## src/rtl/refresh_scheduler.sv

```systemverilog
// Periodic refresh scheduler: a programmable prescaler grants one of four requesters per terminal count.
// Optional build macro REFRESH_FIXED_PRIO_EN selects fixed priority (ch0 highest) instead of round-robin.
module refresh_scheduler #(
  parameter int unsigned DW = 8,
  parameter int unsigned PW = 8
) (
  input  logic             clk,
  input  logic             reset,
  input  logic             enable,
  input  logic [PW-1:0]    period,
  input  logic [3:0]       req,
  input  logic [4*DW-1:0]  req_data,
  output logic [3:0]       grant,
  output logic             out_valid,
  output logic [DW-1:0]    data_out,
  output logic [1:0]       ch_id,
  output logic             busy
);

  localparam int unsigned NCH = 4;
  localparam int unsigned IW  = 2;

  typedef enum logic [1:0] {
    IDLE  = 2'd0,
    COUNT = 2'd1,
    ISSUE = 2'd2
  } state_t;

  state_t          state_q, state_d;
  logic [PW-1:0]   cnt_q, cnt_d;
  logic [NCH-1:0]  grant_d;
  logic            valid_d;
  logic [DW-1:0]   data_d;
  logic [IW-1:0]   ch_d;

  logic            pick_found;
  logic [IW-1:0]   pick_idx;
  logic [IW-1:0]   cand;

`ifndef REFRESH_FIXED_PRIO_EN
  logic [IW-1:0]   last_q, last_d;
`endif

  // Arbiter: first set request starting after the last served channel (or at ch0 when fixed).
  always_comb begin
    pick_found = 1'b0;
    pick_idx   = '0;
    cand       = '0;
    for (int i = 0; i < NCH; i++) begin
`ifdef REFRESH_FIXED_PRIO_EN
      cand = IW'(i);
`else
      cand = last_q + IW'(i + 1);
`endif
      if (!pick_found && req[cand]) begin
        pick_found = 1'b1;
        pick_idx   = cand;
      end
    end
  end

  // Next-state and next-output logic.
  always_comb begin
    state_d = state_q;
    cnt_d   = cnt_q;
    grant_d = '0;
    valid_d = 1'b0;
    data_d  = data_out;
    ch_d    = ch_id;
`ifndef REFRESH_FIXED_PRIO_EN
    last_d  = last_q;
`endif
    unique case (state_q)
      IDLE: begin
        cnt_d = '0;
        if (enable && (|req)) state_d = COUNT;
      end
      COUNT: begin
        if (enable) begin
          if (cnt_q < period) begin
            cnt_d = cnt_q + PW'(1);
          end else begin
            cnt_d = '0;
            if (pick_found) begin
              grant_d = NCH'(1) << pick_idx;
              data_d  = req_data[pick_idx*DW +: DW];
              ch_d    = pick_idx;
              valid_d = 1'b1;
`ifndef REFRESH_FIXED_PRIO_EN
              last_d  = pick_idx;
`endif
              state_d = ISSUE;
            end else begin
              state_d = IDLE;
            end
          end
        end
      end
      ISSUE: begin
        // The just-granted channel is masked; it drops its request during this cycle.
        cnt_d = '0;
        if (enable && (|(req & ~grant))) state_d = COUNT;
        else                             state_d = IDLE;
      end
      default: begin
        state_d = IDLE;
        cnt_d   = '0;
      end
    endcase
  end

  // State and registered outputs.
  always_ff @(posedge clk or posedge reset) begin
    if (reset) begin
      state_q   <= IDLE;
      cnt_q     <= '0;
      grant     <= '0;
      out_valid <= 1'b0;
      data_out  <= '0;
      ch_id     <= '0;
      busy      <= 1'b0;
    end else begin
      state_q   <= state_d;
      cnt_q     <= cnt_d;
      grant     <= grant_d;
      out_valid <= valid_d;
      data_out  <= data_d;
      ch_id     <= ch_d;
      busy      <= (state_d != IDLE);
    end
  end

`ifndef REFRESH_FIXED_PRIO_EN
  // Round-robin pointer; reset value makes ch0 the first served.
  always_ff @(posedge clk or posedge reset) begin
    if (reset) last_q <= IW'(3);
    else       last_q <= last_d;
  end
`endif

endmodule

```

## config.mk

```make
export PLATFORM = sky130hd
export DESIGN_NAME = refresh_scheduler
export DESIGN_NICKNAME = d
export VERILOG_FILES = /design/src/rtl/refresh_scheduler.sv
export SDC_FILE = /design/constraint.sdc
export NUM_CORES = 1
export LEC_CHECK = 0
export ABC_AREA = 1
export CAP_MARGIN = 20
export CORE_MARGIN = 2
export CORE_UTILIZATION = 48
export CTS_BUF_LIST = sky130_fd_sc_hd__clkbuf_2
export DETAILED_ROUTE_END_ITERATION = 8
export GPL_TIMING_DRIVEN = 0
export HOLD_SLACK_MARGIN = 0.05
export MAX_ROUTING_LAYER = met4
export PLACE_DENSITY = 0.79
export SLEW_MARGIN = 15
export SYNTH_ARGS = -nofsm -noshare
export SYNTH_HDL_FRONTEND = slang
export SYNTH_SLANG_ARGS = --single-unit
```

## constraint.sdc

```tcl
create_clock -name clk -period 2.4 [get_ports clk]
set_input_delay 0.36 -clock clk [delete_from_list [all_inputs] [get_ports clk]]
set_output_delay 0.36 -clock clk [all_outputs]
set_load 0.1 [all_outputs]
```

== Word level (Yosys, flattened, before mapping) ==
Cells that the tools add are included.
W data, S select, Z words.

* $add $sub $neg: 4
* Multipliers: 0
* Div/mod/pow operators: 0
* Magnitude comparators: 5
* Eq/ne operators: 3
* Shift-type cells: 2
* Muxes and demuxes: 33
* Bitwise operators: 3
* Reductions and logical operators: 13

{| class="wikitable"
|+ Operator list
! operator !! count
|-
| $shiftx A32 B6 Y8 || 1
|-
| $mux W8 || 3
|-
| $mux W2 || 8
|-
| $mux W4 || 4
|-
| $mux W1 || 13
|-
| $lt A2 B3 Y1 const B || 4
|-
| $add A8 B1 Y8 const B || 1
|-
| $bmux W1 S2 || 4
|-
| $lt A8 B8 Y1 || 1
|-
| $reduce_or A4 Y1 || 2
|-
| $pmux W2 S3 || 1
|-
| $logic_and A1 B1 Y1 || 5
|-
| $add A2 B2 Y2 const B || 2
|-
| $and A4 B4 Y4 || 1
|-
| $not A4 Y4 || 1
|-
| $reduce_and A4 Y1 || 1
|-
| $shl A1 B2 Y4 const A || 1
|-
| $logic_not A1 Y1 || 3
|-
| $add A2 B1 Y2 const B || 1
|-
| $eq A2 B1 Y1 const B || 1
|-
| $eq A2 B2 Y1 const B || 1
|-
| $logic_not A2 Y1 || 1
|-
| $ne A2 B2 Y1 const B || 1
|-
| $reduce_bool A2 Y1 || 1
|-
| $not A1 Y1 || 1
|}

* Bits in registers: 28
* Latch bits: 0
* Bits in writable memories: 0
* Memory bits (read-only): 0
* Bits of input ports: 47
* Output and inout bits: 16
* Word-level logic and storage cells: 71
* Memories kept: 0

== Depth between registers and ports, before layout ==
Gate-level depths: netlist of the first run.

* Depth in word-level cells: 18
* Gate-level depth with buffers: 17
* Depth with buffers taken out: 15

== Worst setup path after synthesis of the first run ==
No wires, ideal clock.

* Path type: reg-to-reg
* Start: reg cnt_q[3]
* End: reg data_out[4]
* Setup time: 0.120 ns
* Arrival: 1.665 ns
* Required time: 2.280 ns
* Setup slack: 0.615 ns
* Stages on the path, launching flop included: 12
* Buffers on the path: 1
* Clock period less this slack: 1.785 ns
* Path through: dfrtp_1 ha_1 nand2_1 o21ai_1 nand4_1 nand2_1 nand2_1 nor2_2 inv_1 buf_4 nand2_1 nand2_1

* Cells in the longest elaborated chain, start to end: 3

{| class="wikitable"
|+ Ends and longest elaborated chain
! element !! line !! source
|-
| from (decl) || 30 || <nowiki>logic [PW-1:0] cnt_q, cnt_d;</nowiki>
|-
| from (signal assigned) || 124 || <nowiki>cnt_q <= cnt_d;</nowiki>
|-
| $lt A8 B8 Y1 || 80 || <nowiki>if (cnt_q < period) begin</nowiki>
|-
| $not A1 Y1 (no source line) || - ||
|-
| $reduce_and A4 Y1 (no source line) || - ||
|-
| to (signal assigned) || 127 || <nowiki>data_out <= data_d;</nowiki>
|-
| to (decl) || 15 || <nowiki>output logic [DW-1:0] data_out,</nowiki>
|}

No other way between the ends.
A chain may end at the register's enable or synchronous reset.

== Final worst setup path of the first run ==
* Start: reg data_out[0]
* End: out data_out[0]

No word-level cell between the ends.

==> results.cfg, run 1 <==
[run_status]
outcome = finished, final reports clean

[timing]
worst-slew-pin-transition_ns = 0.988
timing.slew.headroom = 0.339
worst_slack_ns = 0.0865
rsz0062_at_grt = false
fin_crit_sh = 0.964
setup_viol = 0
hold_slack_ns = 0.215
clock_skew_ns = 0.00197
fmax_mhz = 432
finalSetupTns_ns = 0
hold_viol_final = 0
period_minus_slack_ns = 2.31
maxSlewViolCount = 0

[yosys]
async_flop_share = 1.00
yosysSeqAreaShare = 0.364
ys_types = 32
yosysWarnings = 0
synth_area_um2 = 1930
synth_fp_nets = 328
ys_ff_latch = 28
yosys_most_used_dff = dfrtp_1
synth_cells = 273
syn_avg_cell_area_um2 = 7.08
synth-edff-count = 0

[route]
ant_nets = 0
routed_wl_um = 4560
drt_iter0_markers = 94
wl_per_cell_um = 11.7
via_per_inst = 5.00
drc = 0
vias = 1949
first_pass_iters = 4

[cells_and_area]
drive_above_1_share = 0.118
fin_nets = 396
diodes = 0
final_core_util = 0.682
mostFrequentLayoutCells = 122 x nand2_1, 62 x clkdlybuf4s50_1, 26 x dfrtp_1
areaGrowthSynthToFinish_pct = 39.1
final_common_cell = nand2_1
fin_area_um2 = 2690

[setup_path]
path_class = reg -> out
r2r_start = cnt_q[3]
critPathBufInv = 1
critPathLaunchType = flop
crit_slowest_cell = clkdlybuf4s50_1
regToRegSetupSlack_ns = 0.28
cpLargestDelayFamily = buffers and inverters
end_kind = primary output
crit_required_ns = 2.04
reg2reg_depth = 11
crit_arrival_ns = 1.95
worstReg2RegEnd = ch_id[1]
cp_max_fo = 2
slowest_delay_ns = 1.16
crit_chain = clkdlybuf4s50_1

[global_route]
grt_first_pass_wirelength_um = 7480
antenna_found_initial = 0
grt_usage = 0.220
grt_pass1_vias = 1758
grt_max_degree = 29
grt-ovfl-total = 0

[clocking]
cts_buffer_depth = 2
cts.clk_slew.worst_paths_ns = 0.26
clock_latency_ns = 0.36
cts_tree = built
cts_inserted_buffers = 3
clock-root-buffer = clkbuf_2
cts-hold-fix-buffers = 0
clock_tree.htree_level_count = 1
post_cts_buffers = 0
numClockSinks = 28
ctsResizeCount = 0

[floorplanning]
die-area_um2 = 4550
row_count = 23
core_um2 = 3940
io_pins = 63
die_h_um = 67.5
die_x_um = 67.5
initial_core_util = 0.490

[pwr]
power.density_nw_per_um2 = 1270
ir_worst_vdd_mv = 1.22
p_leak_nw = 1.43

[placement]
place.gp.congestion = 0.768
place_ws_ns = -0.0837
io_buffers = 62
dp_hpwl_um = 3540
dpl_cell_area_um2 = 2620

[flow_run]
cap_violations = 0

[worst_hold_path]
hold_path.class = in -> async
[Yosys cell counts, types with 3 or more instances]
master / number / area (um^2)
a21oi_1: 4 / 20.0
a22o_1: 3 / 26.3
buf_4: 3 / 22.5
buf_6: 3 / 33.8
dfrtp_1: 26 / 651
ha_1: 8 / 100
inv_1: 21 / 78.8
nand2_1: 122 / 458
nand2_2: 15 / 93.8
nand3_1: 23 / 115
nand4_1: 3 / 18.8
nor2_1: 9 / 33.8
o21ai_0: 5 / 25.0
xor2_1: 3 / 26.3
[routing by layer]
metal	routed length, um	share of wire	vias to the layer above	track usage
met5	0	0	-	-
met4	19	0.0042	0	0.0306
met3	250	0.055	2	0.0317
met2	2260	0.50	59	0.374
met1	2030	0.44	890	0.286
li1	-	-	998	-
[final cells by class]
type                    instances  area, um^2
inverters                      24        95.1
clock buffers                   3        15.0
fillers                       380        1250
repair buffers                 63         648
flip-flops and latches         28         703
multi-input cells             213        1070
clock inverters                 1        30.0
plain buffers                   8        66.3
well taps                      50        62.6
[per-stage QoR]
stage / cells / total power [mW]
floorplan: 273 / 2.57
detailed placement: 385 / 3.13
global placement: 385 / 3.09
finish: 390 / 3.41
global route: 390 / 3.66
CTS: 389 / 3.42
[power breakdown]
| group | internal, mW | switching, mW |
|---|---|---|
| clock | 0.143 | 0.141 |
| sequential | 0.610 | 0.107 |
| combinational | 0.770 | 1.64 |
[cell families (layout without fill, tap and decap cells)]
family / Yosys count / count (layout) / synth area share
adder cells (fa/ha/maj): 8 / 8 / 0.0518
AND/OR/NAND/NOR: 179 / 179 / 0.410
AO/OA/AOI/OAI: 22 / 22 / 0.0731
buffers and inverters: 32 / 99 / 0.0835
XOR/XNOR: 4 / 4 / 0.0181
flip-flops: 28 / 28 / 0.364
[flip-flops by register name, indices dropped and copies added (netlist names)]
register	count
data_out	8
out_valid	1
grant	4
busy	1
cnt_q	8
ch_id	2
state_q	2
last_q	2
[worst max path at each step]
stage	endpoint	slack, ns	depth (start not counted)	startpoint
finish	data_out[0]	0.09	1	data_out[0]
CTS	data_out[0]	0.07	1	data_out[0]
global route	ch_id[1]	0.02	1	ch_id[1]
floorplan	data_out[4]	0.62	11	cnt_q[3]
global placement	data_out[6]	-0.04	13	period[3]
detailed placement	ch_id[1]	-0.08	13	period[3]
(Power assumes the default switching activity.)
==> run 2: changes to the inputs <==
- PLACE_DENSITY: 0.79 -> 0.83
- SETUP_SLACK_MARGIN: unset -> 0.4
- SKIP_CTS_REPAIR_TIMING: unset -> 1
==> results.cfg, run 2 (synthesis gave the netlist of run 1 again) <==
[clocking]
cts_buffer_depth = 2
cts_inserted_buffers = 3
numClockSinks = 28
clock_tree.htree_level_count = 1
clock-root-buffer = clkbuf_2
cts.clk_slew.worst_paths_ns = 0.25
cts_tree = built
clock_latency_ns = 0.36

[floorplanning]
die-area_um2 = 4550
core_um2 = 3940
die_h_um = 67.5
io_pins = 63
row_count = 23
initial_core_util = 0.490
die_x_um = 67.5

[timing]
maxSlewViolCount = 0
fmax_mhz = 483
worst_slack_ns = 0.331
clock_skew_ns = 0.00868
period_minus_slack_ns = 2.07
hold_viol_final = 0
fin_crit_sh = 0.862
worst-slew-pin-transition_ns = 0.996
hold_slack_ns = 0.200
timing.slew.headroom = 0.335
setup_viol = 0
rsz0062_at_grt = true
finalSetupTns_ns = 0

[route]
drt_iter0_markers = 94
ant_nets = 0
drc = 0
first_pass_iters = 4
wl_per_cell_um = 12.7
via_per_inst = 5.05
vias = 2062
routed_wl_um = 5170

[global_route]
antenna_found_initial = 0
grt_pass1_vias = 1788
grt_max_degree = 29
grt_first_pass_wirelength_um = 7400
grt-ovfl-total = 0
grt_usage = 0.216

[cells_and_area]
final_common_cell = nand2_1
mostFrequentLayoutCells = 106 x nand2_1, 46 x clkdlybuf4s50_1, 25 x dfrtp_1
fin_area_um2 = 3050
top_regs = cnt_q: 8 flops, data_out: 8 flops, grant: 4 flops
fin_cells = 408
drive_above_1_share = 0.221
diodes = 0
areaGrowthSynthToFinish_pct = 57.5
fin_nets = 414
final_core_util = 0.772

[setup_path]
critPathBufInv = 4
r2r_start = last_q[0]
crit_required_ns = 2.73
crit_chain = buf_8, buf_6, nand2_1, nand3_1, nand2_2, inv_2, nand2_4, o211ai_1, buf_4, nand2_1, nand2_1, nand2_1, nand2_1
critPathLaunchType = flop
slowest_delay_ns = 0.59
end_kind = flop
crit_slowest_cell = dfstp_2
worstReg2RegEnd = data_out[6]
crit_cells = 13
reg2reg_depth = 13
path_common_cell = nand2_1
cpLargestDelayFamily = simple AND/OR/NAND/NOR gates
cp-endpoint = data_out[6]
regToRegSetupSlack_ns = 0.33
crit_arrival_ns = 2.40
cp_max_fo = 6
path_class = reg -> reg
crit_start = last_q[0]

[pwr]
ir_worst_vdd_mv = 1.02
p_leak_nw = 1.87
power_mw = 4.01
power.density_nw_per_um2 = 1320

[flow_run]
cap_violations = 0

[placement]
dp_hpwl_um = 3590
place_ws_ns = -0.0788
place.gp.congestion = 0.803
io_buffers = 62
dp.cells = 385
dpl_cell_area_um2 = 2620

[run_status]
outcome = finished, final reports clean

[worst_hold_path]
hold_path.class = in -> async
-- run 2: area by class of cell --
cell class,count,area [um^2]
plain buffers,8,87.6
clock buffers,3,15.0
clock inverters,1,3.75
fillers,302,897
inverters,24,108
multi-input cells,213,1200
flip-flops and latches,28,704
well taps,50,62.6
repair buffers,81,861
-- run 2: how the worst min path moves through the flow --
stage / endpoint / slack (ns) / depth (start not counted)
6_report: data_out[2] / 0.20 / 2
5_1_grt: cnt_q[0] / 0.21 / 2
4_1_cts: data_out[2] / 0.52 / 2
3_5_place_dp: data_out[0] / 0.47 / 2
3_3_place_gp: data_out[5] / 0.47 / 2
2_1_floorplan: busy / 0.42 / 1
-- run 2: power breakdown --
part	total, mW	switching (mW)	internal [mW]
registers	0.704	0.0926	0.611
logic	3.13	1.94	1.19
clock network	0.170	0.134	0.0362
-- run 2: worst register-to-register path, cell delays in order (launching register included) --
cell      delay, ns
dfstp_2        0.59
buf_8          0.13
buf_6          0.10
nand2_1        0.06
nand3_1        0.11
nand2_2        0.10
inv_2          0.12
nand2_4        0.06
o211ai_1       0.31
buf_4          0.22
nand2_1        0.06
nand2_1        0.07
nand2_1        0.06
nand2_1        0.07
-- run 2: per-layer routing --
metal	routed length, um	share of wire	global-route usage	vias up
met3	293	0.057	0.0317	7
met2	2580	0.50	0.360	77
met1	2250	0.43	0.281	941
met5	0	0	-	-
met4	44	0.0085	0.0408	0
li1	-	-	-	1037
